File: src/rtl/imm_pkg.sv
// Shared definitions for the immediate generator: instruction formats and
// the occupancy states of the two-entry output buffer.
package imm_pkg;

    localparam int IMM_WIDTH = 3;

    typedef enum logic [IMM_WIDTH-1:0] {
        Imm      = 3'd0,
        UpperImm = 3'd1,
        Store    = 3'd2,
        Branch   = 3'd3,
        Jump     = 3'd4,
        Shamt    = 3'd5,
        Csr      = 3'd6
    } instr_format_e;

    typedef enum logic [1:0] {
        EMPTY = 2'd0,
        ONE   = 2'd1,
        FULL  = 2'd2
    } occ_state_e;

endpackage

File: src/rtl/imm_decode.sv
// Combinational immediate extraction: selects and extends the immediate field
// of a RISC-V style instruction word and flags unknown format selects.
module imm_decode #(
    parameter int DATA_WIDTH = 32,
    parameter int IMM_WIDTH  = imm_pkg::IMM_WIDTH
) (
    input  logic [31:0]           instr,
    input  logic [IMM_WIDTH-1:0]  ImmSrc,
    output logic [DATA_WIDTH-1:0] imm,
    output logic                  illegal
);
    import imm_pkg::*;

    logic [31:0] w_i_imm;
    logic [31:0] w_u_imm;
    logic [31:0] w_s_imm;
    logic [31:0] w_b_imm;
    logic [31:0] w_j_imm;

    // Formats 0-4 are first built as sign-filled 32-bit values, then widened.
    assign w_i_imm = {{20{instr[31]}}, instr[31:20]};
    assign w_u_imm = {instr[31:12], 12'b0};
    assign w_s_imm = {{20{instr[31]}}, instr[31:25], instr[11:7]};
    assign w_b_imm = {{20{instr[31]}}, instr[7], instr[30:25], instr[11:8], 1'b0};
    assign w_j_imm = {{12{instr[31]}}, instr[19:12], instr[20], instr[30:21], 1'b0};

    always_comb begin
        imm     = '0;
        illegal = 1'b0;
        case (ImmSrc)
            IMM_WIDTH'(Imm):      imm = DATA_WIDTH'($signed(w_i_imm));
            IMM_WIDTH'(UpperImm): imm = DATA_WIDTH'($signed(w_u_imm));
            IMM_WIDTH'(Store):    imm = DATA_WIDTH'($signed(w_s_imm));
            IMM_WIDTH'(Branch):   imm = DATA_WIDTH'($signed(w_b_imm));
            IMM_WIDTH'(Jump):     imm = DATA_WIDTH'($signed(w_j_imm));
            IMM_WIDTH'(Shamt): begin
                imm[4:0] = instr[24:20];
                if (DATA_WIDTH == 64) imm[5] = instr[25];
            end
            IMM_WIDTH'(Csr):      imm[4:0] = instr[19:15];
            default: begin
                imm     = DATA_WIDTH'($signed(w_i_imm));
                illegal = 1'b1;
            end
        endcase
    end

endmodule

File: src/rtl/imm_gen_pipe.sv
// Immediate generator with a valid/ready pipeline stage: one output register
// plus one skid register, so in_ready can be registered without losing beats.
module imm_gen_pipe #(
    parameter int DATA_WIDTH    = 32,
    parameter int IMM_WIDTH     = imm_pkg::IMM_WIDTH,
    parameter int TAG_WIDTH     = 5,
    parameter int ERR_CNT_WIDTH = 8
) (
    input  logic                     clk,
    input  logic                     rst_n,
    input  logic                     in_valid,
    output logic                     in_ready,
    input  logic [31:0]              instr,
    input  logic [IMM_WIDTH-1:0]     ImmSrc,
    input  logic [TAG_WIDTH-1:0]     in_tag,
    output logic                     out_valid,
    input  logic                     out_ready,
    output logic [DATA_WIDTH-1:0]    ImmOp,
    output logic [TAG_WIDTH-1:0]     out_tag,
    output logic                     out_err,
    output logic [ERR_CNT_WIDTH-1:0] err_count,
    output logic [1:0]               dbg_state
);
    import imm_pkg::*;

    // A beat on either port transfers on a rising edge where valid and ready
    // are both 1; a presented beat is held unchanged until it transfers.
    localparam int BEAT_W = DATA_WIDTH + TAG_WIDTH + 1;

    logic [DATA_WIDTH-1:0]    w_dec_imm;
    logic                     w_dec_illegal;
    logic [BEAT_W-1:0]        w_in_beat;
    logic                     w_accept;
    logic                     w_drain;
    logic                     w_load_out_in;
    logic                     w_load_out_skid;
    logic                     w_load_skid;
    occ_state_e               w_next_state;

    occ_state_e               r_state;
    logic [BEAT_W-1:0]        r_out_beat;
    logic [BEAT_W-1:0]        r_skid_beat;
    logic                     r_in_ready;
    logic [ERR_CNT_WIDTH-1:0] r_err_count;

    imm_decode #(
        .DATA_WIDTH (DATA_WIDTH),
        .IMM_WIDTH  (IMM_WIDTH)
    ) u_decode (
        .instr   (instr),
        .ImmSrc  (ImmSrc),
        .imm     (w_dec_imm),
        .illegal (w_dec_illegal)
    );

    assign w_in_beat = {w_dec_illegal, in_tag, w_dec_imm};
    assign w_accept  = in_valid && r_in_ready;
    assign w_drain   = out_valid && out_ready;

    always_comb begin
        w_next_state    = r_state;
        w_load_out_in   = 1'b0;
        w_load_out_skid = 1'b0;
        w_load_skid     = 1'b0;
        case (r_state)
            EMPTY: begin
                if (w_accept) begin
                    w_next_state  = ONE;
                    w_load_out_in = 1'b1;
                end
            end
            ONE: begin
                if (w_accept && w_drain) begin
                    w_load_out_in = 1'b1;
                end else if (w_accept) begin
                    w_next_state = FULL;
                    w_load_skid  = 1'b1;
                end else if (w_drain) begin
                    w_next_state = EMPTY;
                end
            end
            FULL: begin
                if (w_drain) begin
                    w_next_state    = ONE;
                    w_load_out_skid = 1'b1;
                end
            end
            default: w_next_state = EMPTY;
        endcase
    end

    always_ff @(posedge clk or negedge rst_n) begin
        if (!rst_n) begin
            r_state     <= EMPTY;
            r_out_beat  <= '0;
            r_skid_beat <= '0;
            r_in_ready  <= 1'b0;
            r_err_count <= '0;
        end else begin
            r_state <= w_next_state;
            if (w_load_out_in) begin
                r_out_beat <= w_in_beat;
            end else if (w_load_out_skid) begin
                r_out_beat <= r_skid_beat;
            end
            if (w_load_skid) r_skid_beat <= w_in_beat;
            // Ready looks ahead at the next occupancy so it stays a plain flop.
            r_in_ready <= (w_next_state != FULL);
            if (w_accept && w_dec_illegal && (r_err_count != '1)) begin
                r_err_count <= r_err_count + ERR_CNT_WIDTH'(1);
            end
        end
    end

    assign in_ready  = r_in_ready;
    assign out_valid = (r_state != EMPTY);
    assign ImmOp     = r_out_beat[DATA_WIDTH-1:0];
    assign out_tag   = r_out_beat[DATA_WIDTH +: TAG_WIDTH];
    assign out_err   = r_out_beat[BEAT_W-1];
    assign err_count = r_err_count;
    assign dbg_state = r_state;

endmodule
File: config.mk
export PLATFORM = sky130hd
export DESIGN_NAME = imm_gen_pipe
export DESIGN_NICKNAME = d
export VERILOG_FILES = /design/src/rtl/imm_pkg.sv /design/src/rtl/imm_decode.sv /design/src/rtl/imm_gen_pipe.sv
export SDC_FILE = /design/constraint.sdc
export NUM_CORES = 1
export LEC_CHECK = 0
export BUFFER_PORTS_ARGS = -buffer_cell sky130_fd_sc_hd__buf_2
export CAP_MARGIN = 20
export CORE_MARGIN = 4
export CORE_UTILIZATION = 28
export CTS_CLUSTER_SIZE = 28
export DETAILED_ROUTE_END_ITERATION = 16
export HOLD_SLACK_MARGIN = 0.1
export SLEW_MARGIN = 10
export SYNTH_ARGS = -nofsm -noshare
export SYNTH_HDL_FRONTEND = slang
export SYNTH_SLANG_ARGS = --single-unit
File: constraint.sdc
create_clock -name clk -period 2.8 [get_ports clk]
set_input_delay 0.84 -clock clk [delete_from_list [all_inputs] [get_ports clk]]
set_output_delay 0.84 -clock clk [all_outputs]
set_load 0.05 [all_outputs]
==> results of run 1 <==
[worst max-delay path by stage]
stage                                 end  depth (start not counted)
after global placement    r_skid_beat[27]                          5
after CTS                       out_valid                          2
after floorplan                 out_valid                          2
after detailed placement  r_skid_beat[27]                          5
final                           out_valid                          2
after global routing       r_out_beat[30]                          5
[flip-flops by register name (all words and copies together) (netlist names)]
| signal | count |
|---|---|
| dbg_state | 2 |
| err_count | 8 |
| in_ready | 1 |
| r_out_beat | 38 |
| r_skid_beat | 38 |
[layout make-up]
cell class	instances	area, um2
clock inverter	5	56.3
multi-input combinational	271	1680
inverter	5	18.8
sequential	87	2180
clock buffer	11	243
tap	180	225
timing repair buffer	93	498
fill	1434	9090
[cell usage in the layout, fill, tap and decap left out, types with 5 or more instances in the layout]
| cell | count |
|---|---|
| nand3_1 | 15 |
| o21ai_0 | 28 |
| buf_4 | 7 |
| nand2_1 | 63 |
| o21ai_2 | 5 |
| mux2_2 | 5 |
| dfrtp_1 | 87 |
| clkbuf_16 | 9 |
| a32o_1 | 5 |
| a22oi_1 | 13 |
| o221a_2 | 6 |
| buf_2 | 85 |
| mux2i_1 | 25 |
| inv_1 | 5 |
| nor2_1 | 18 |
| a21oi_1 | 42 |
| a22oi_2 | 5 |
[tightest hold or removal path, stage by stage, from the launching register on]
cell and delay (ns):
dfrtp_1 0.34, nand2_1 0.05, nand2_1 0.06
[layer usage]
metal,part of all wire (%),vias to the layer above,track usage (%)
li1,-,1528,-
met1,46,1592,18.4
met2,45,103,20.5
met3,6.4,22,3.38
met4,2.3,0,5.74
met5,0,-,0
[power by group]
| group | leakage (nW) | internal (mW) | switching [mW] |
|---|---|---|---|
| sequential | 1.08 | 1.83 | 0.365 |
| clock | 0.146 | 0.716 | 0.500 |
| combinational | 1.16 | 0.701 | 1.87 |
| total | 2.38 | 3.24 | 2.73 |
[kinds of logic (layout without fill, tap and decap cells)]
logic type | count (synthesis) | after routing | synth area share [%]
and+or+nand+nor | 122 | 122 | 14.4
AOI/OAI and AO/OA | 114 | 114 | 18.6
DFF | 87 | 87 | 54.2
muxes | 30 | 30 | 7.63
buffers and inverters | 29 | 114 | 4.05
xor gates and xnor gates | 4 | 4 | 0.872
adders and majority gates | 1 | 1 | 0.311
==> flow_metrics.env, run 1 <==
export IMPL_yosysMostFrequentCell="dfrtp_1"
export IMPL_hold_class="flop to flop"
export IMPL_place_congestion=0.764
export IMPL_boundaryPins=94
export IMPL_fp_dieW_um=128
export IMPL_power_leakage_nw=2.38
export IMPL_yosysTopAreaCell="dfrtp_1"
export IMPL_min_from="r_out_beat[32]"
export IMPL_period_needed_ns=2.21
export IMPL_drtIter0Drc=237
export IMPL_ys_flop_type="dfrtp_1"
export IMPL_p_total_mw=5.98
export IMPL_crit_type="flop to output port"
export IMPL_placed_area_um2=4600
export IMPL_slowest_stage="dfrtp_1"
export IMPL_hold_viol=0
export IMPL_antenna_found_initial=0
export IMPL_chipHeight_um=128
export IMPL_yosys_top_cells_area="dfrtp_1, mux2i_1, nand2_1, a21oi_1, o21ai_0"
export IMPL_startpoint_type="flop"
export IMPL_power_density_nw_per_um2=1220
export IMPL_report_final_slew_viol_count=0
export IMPL_utilization_pct=35.0
export IMPL_clock_sink_count=87
export IMPL_fin_nets=512
export IMPL_htree_levels=3
export IMPL_synthesis_nets=432
export IMPL_cts_hold_buf=0
export IMPL_clk_latency_ns=0.34
export IMPL_synth_cell_types=42
export IMPL_wire_per_inst_um=16.6
export IMPL_cts_resized=0
export IMPL_syn_area_um2=4020
export IMPL_max_cap_viol_count=0
export IMPL_grt_max_degree=50
export IMPL_setup_worst_path_start="dbg_state[1]"
export IMPL_end_kind="output port"
export IMPL_finalSetupViolCount=0
export IMPL_diodes=0
export IMPL_setup_ws_ns=0.589
export IMPL_clk_pin_slew_ns=0.06
export IMPL_start_util_pct=28.7
export IMPL_numCtsBuffers=9
export IMPL_dpl_worst_slack_ns=0.258
export IMPL_grt_usage_pct=13.5
export IMPL_drc=0
export IMPL_grt_ovfl_total=0
export IMPL_rsz0062_at_grt="no"
export IMPL_r2r_slack_ns=0.96
export IMPL_fin_skew_ns=0.00582
export IMPL_stdcell_area_um2=4900
export IMPL_path_max_fanout=10
export IMPL_period_share_pct=79.0
export IMPL_synthTopCellsByCount="dfrtp_1, nand2_1, a21oi_1"
export IMPL_holdPathEnd="r_out_beat[32]"
export IMPL_async_flop_share_pct=100
export IMPL_ys_ff_latch=87
export IMPL_row_count=43
export IMPL_cts_buffer_depth=2
export IMPL_holdPathStages=2
export IMPL_vias_per_cell=4.98
export IMPL_whs_ns=0.472
export IMPL_outcome="finished, final reports clean"
export IMPL_portBuffers=86
export IMPL_cp_num_buf_inv=1
export IMPL_reg2reg_from="dbg_state[1]"
export IMPL_avgSynthCellArea_um2=10.4
export IMPL_fin_cells=652
export IMPL_die_area_um2=16300
export IMPL_dp_hpwl_um=7560
export IMPL_drt_pass1_iter_count=5
export IMPL_dp_cells=636
export IMPL_fmax_mhz=452
export IMPL_max_slew_margin_rel_pct=46.2
export IMPL_irDropWorstVdd_v=0.000700
export IMPL_dr_total_vias=3245
export IMPL_critPathMaxStageDelay_ns=0.50
export IMPL_reg2regPathDepth=4
export IMPL_max_slew_worst_pin_slew_ns=0.803
export IMPL_tns_ns=0
export IMPL_ys_seq_area_share_pct=54.2
export IMPL_postCtsSetupRepairBufs=0
export IMPL_wl_um=10800
export IMPL_cts_root_buf="clkbuf_16"
export IMPL_first_global_vias=3238
export IMPL_areaGrowthSynthToFinish_pct=21.9
export IMPL_r2r_end="r_out_beat[2]"
export IMPL_critPathTopFamily="flip-flops"
export IMPL_crit_chain="or2_2 -> buf_2"
export IMPL_drive_gt1_share_pct=29.4
export IMPL_ys_warn_count=0
export IMPL_grt_pass1_wl_um=17300
export IMPL_ant_nets=0
export IMPL_synth_edf_count=0
export IMPL_yosys_area_top_type_share_pct=54.2
export IMPL_coreArea_um2=14000
export IMPL_cp_required_ns=1.96
export IMPL_cp_arrival_ns=1.37
export IMPL_netlist_instances=387
export IMPL_cts_tree="yes"
No activity file was read; power rests on OpenSTA's default activity.
==> inputs of run 2 (changes only) <==
--- a/config.mk
+++ b/config.mk
@@ -5,6 +5,7 @@
 export SDC_FILE = /design/constraint.sdc
 export NUM_CORES = 1
 export LEC_CHECK = 0
+export ABC_AREA = 1
 export BUFFER_PORTS_ARGS = -buffer_cell sky130_fd_sc_hd__buf_2
 export CAP_MARGIN = 20
 export CORE_MARGIN = 4
==> constraint.sdc (replaced) <==
create_clock -name clk -period 2.2 [get_ports clk]
set_input_delay 0.66 -clock clk [delete_from_list [all_inputs] [get_ports clk]]
set_output_delay 0.66 -clock clk [all_outputs]
set_load 0.05 [all_outputs]
==> flow_metrics.env, run 2 <==
export IMPL_outcome="finished, final reports clean"
export IMPL_die_area_um2=17500
export IMPL_clk_latency_ns=0.34
export IMPL_final_common_cell="nand2_1"
export IMPL_reg2regPathDepth=6
export IMPL_yosys_top_cells_area="dfrtp_1, nand2_1, nand3_1, inv_1, a31oi_1"
export IMPL_clk_pin_slew_ns=0.06
export IMPL_fin_nets=689
export IMPL_grt_usage_pct=13.5
export IMPL_grt_ovfl_total=0
export IMPL_grt_pass1_wl_um=18600
export IMPL_ant_nets=0
export IMPL_rsz0062_at_grt="no"
export IMPL_areaGrowthSynthToFinish_pct=20.9
export IMPL_cts_root_buf="clkbuf_16"
export IMPL_yosys_area_top_type_share_pct=50.4
export IMPL_max_slew_margin_rel_pct=52.2
export IMPL_wire_per_inst_um=14.0
export IMPL_max_slew_worst_pin_slew_ns=0.715
export IMPL_tns_ns=0
export IMPL_first_global_vias=3457
export IMPL_critPathTopFamily="flip-flops"
export IMPL_avgSynthCellArea_um2=7.68
export IMPL_power_density_nw_per_um2=1500
export IMPL_power_leakage_nw=2.80
export IMPL_synth_cell_types=29
export IMPL_async_flop_share_pct=100
export IMPL_numCtsBuffers=9
export IMPL_boundaryPins=94
export IMPL_crit_type="flop to output port"
export IMPL_clock_sink_count=87
export IMPL_yosysMostFrequentCell="nand2_1"
export IMPL_slowest_stage="dfrtp_1"
export IMPL_fin_skew_ns=0.0112
export IMPL_place_congestion=0.794
export IMPL_period_share_pct=82.8
export IMPL_critPathMaxStageDelay_ns=0.42
export IMPL_irDropWorstVdd_v=0.000541
export IMPL_busiest_layer="met2"
export IMPL_drtIter0Drc=216
export IMPL_layout_common_cells="nand2_1, dfrtp_1, buf_2, nand3_1, inv_1"
export IMPL_syn_area_um2=4320
export IMPL_end_kind="output port"
export IMPL_cts_tree="yes"
export IMPL_drc=0
export IMPL_synthesis_nets=607
export IMPL_fmax_mhz=549
export IMPL_htree_levels=3
export IMPL_synthTopCellsByCount="nand2_1, dfrtp_1, nand3_1"
export IMPL_report_final_slew_viol_count=0
export IMPL_critical_path_depth=3
export IMPL_ys_ff_latch=87
export IMPL_diodes=0
export IMPL_drive_gt1_share_pct=20.6
export IMPL_dr_total_vias=3810
export IMPL_postCtsSetupRepairBufs=0
export IMPL_use_met3_pct=3.09
export IMPL_cts_buffer_depth=2
export IMPL_max_cap_viol_count=0
export IMPL_period_needed_ns=1.82
export IMPL_use_met2_pct=21.0
export IMPL_chipHeight_um=132
export IMPL_ys_warn_count=0
export IMPL_ys_flop_type="dfrtp_1"
export IMPL_hold_class="primary input to asynchronous set/reset pin"
export IMPL_vias_per_cell=4.56
export IMPL_finalSetupViolCount=0
export IMPL_start_util_pct=28.5
export IMPL_antenna_found_initial=0
export IMPL_synth_edf_count=0
export IMPL_cts_hold_buf=0
export IMPL_portBuffers=86
export IMPL_p_total_mw=7.83
export IMPL_drt_pass1_iter_count=4
export IMPL_dp_hpwl_um=8070
export IMPL_coreArea_um2=15100
export IMPL_cp_arrival_ns=1.16
export IMPL_crit_chain="nor2_1 -> inv_1 -> buf_2"
export IMPL_grt_max_degree=38
export IMPL_wl_um=11700
export IMPL_cp_required_ns=1.54
export IMPL_ys_seq_area_share_pct=50.4
export IMPL_cp_num_buf_inv=2
export IMPL_path_max_fanout=5
export IMPL_row_count=45
export IMPL_fp_dieW_um=132
export IMPL_hold_viol=0
export IMPL_startpoint_type="flop"
export IMPL_yosysTopAreaCell="dfrtp_1"
export IMPL_netlist_instances=562
export IMPL_cts_resized=0
export IMPL_gr_usage_met1_pct=18.5
[run 2: cell types whose count changed after synthesis, sizes merged, moves of 15 or more]
cell | previous run | this run
a22oi | 18 | 0
o21ai | 37 | 22
nand3 | 15 | 58
nand2 | 65 | 268
inv | 5 | 44
mux2i | 25 | 0
a21oi | 43 | 0
[run 2: worst reg2reg max path, delay by kind of cell (launching register included)]
| kind | cells | cell delay, ns |
|---|---|---|
| simple gates | 5 | 1.08 |
| flops | 1 | 0.42 |
| buf+inv | 1 | 0.07 |
[run 2: metrics by stage]
stage,setup slack [ns],cells,cell area (um2),hold slack [ns],util (%)
detailed placement,0.194,821,4930,0.460,32.5
global route,0.331,835,5220,0.229,34.4
global placement,0.222,821,4930,0.455,32.5
floorplan,0.439,562,4320,0.364,-
finish,0.378,835,5220,0.213,34.4
CTS,0.349,835,5220,0.219,34.4
[run 2: where the power goes]
group	internal (mW)	switching, mW
Clock	0.895	0.635
Sequential	2.33	0.430
Combinational	0.899	2.64
Total	4.13	3.70
[run 2: layout make-up]
class	count	area, um2
inverter	45	170
clock inverter	4	47.5
tap	188	235
multi-input combinational	405	1800
fill	1614	9930
timing repair buffer	96	546
sequential	87	2180
clock buffer	10	239
[run 2: kinds of logic after synthesis]
logic type / Yosys count / share of synthesized area [%]
compound gates: 39 / 5.39
fa+ha+maj: 1 / 0.290
simple gates: 361 / 35.3
buf+inv: 70 / 7.80
xor+xnor: 4 / 0.812
flops: 87 / 50.4
[run 2: routing by layer]
metal / share of wire (%) / wire length (um)
met1: 48 / 5640
met3: 4.7 / 552
met5: 0 / 0
met4: 1.5 / 174
met2: 46 / 5320
[run 2: path summary, 6_finish.rpt]
check / startpoint / slack, ns / end
max in group asynchronous: rst_n / 1.45 / r_out_beat[27]
min in group clk: r_out_beat[5] / 0.47 / r_out_beat[5]
min: rst_n / 0.21 / in_ready
max reg2reg: dbg_state[0] / 0.56 / r_out_beat[21]
max: dbg_state[0] / 0.38 / out_valid
min reg2reg: r_out_beat[5] / 0.47 / r_out_beat[5]
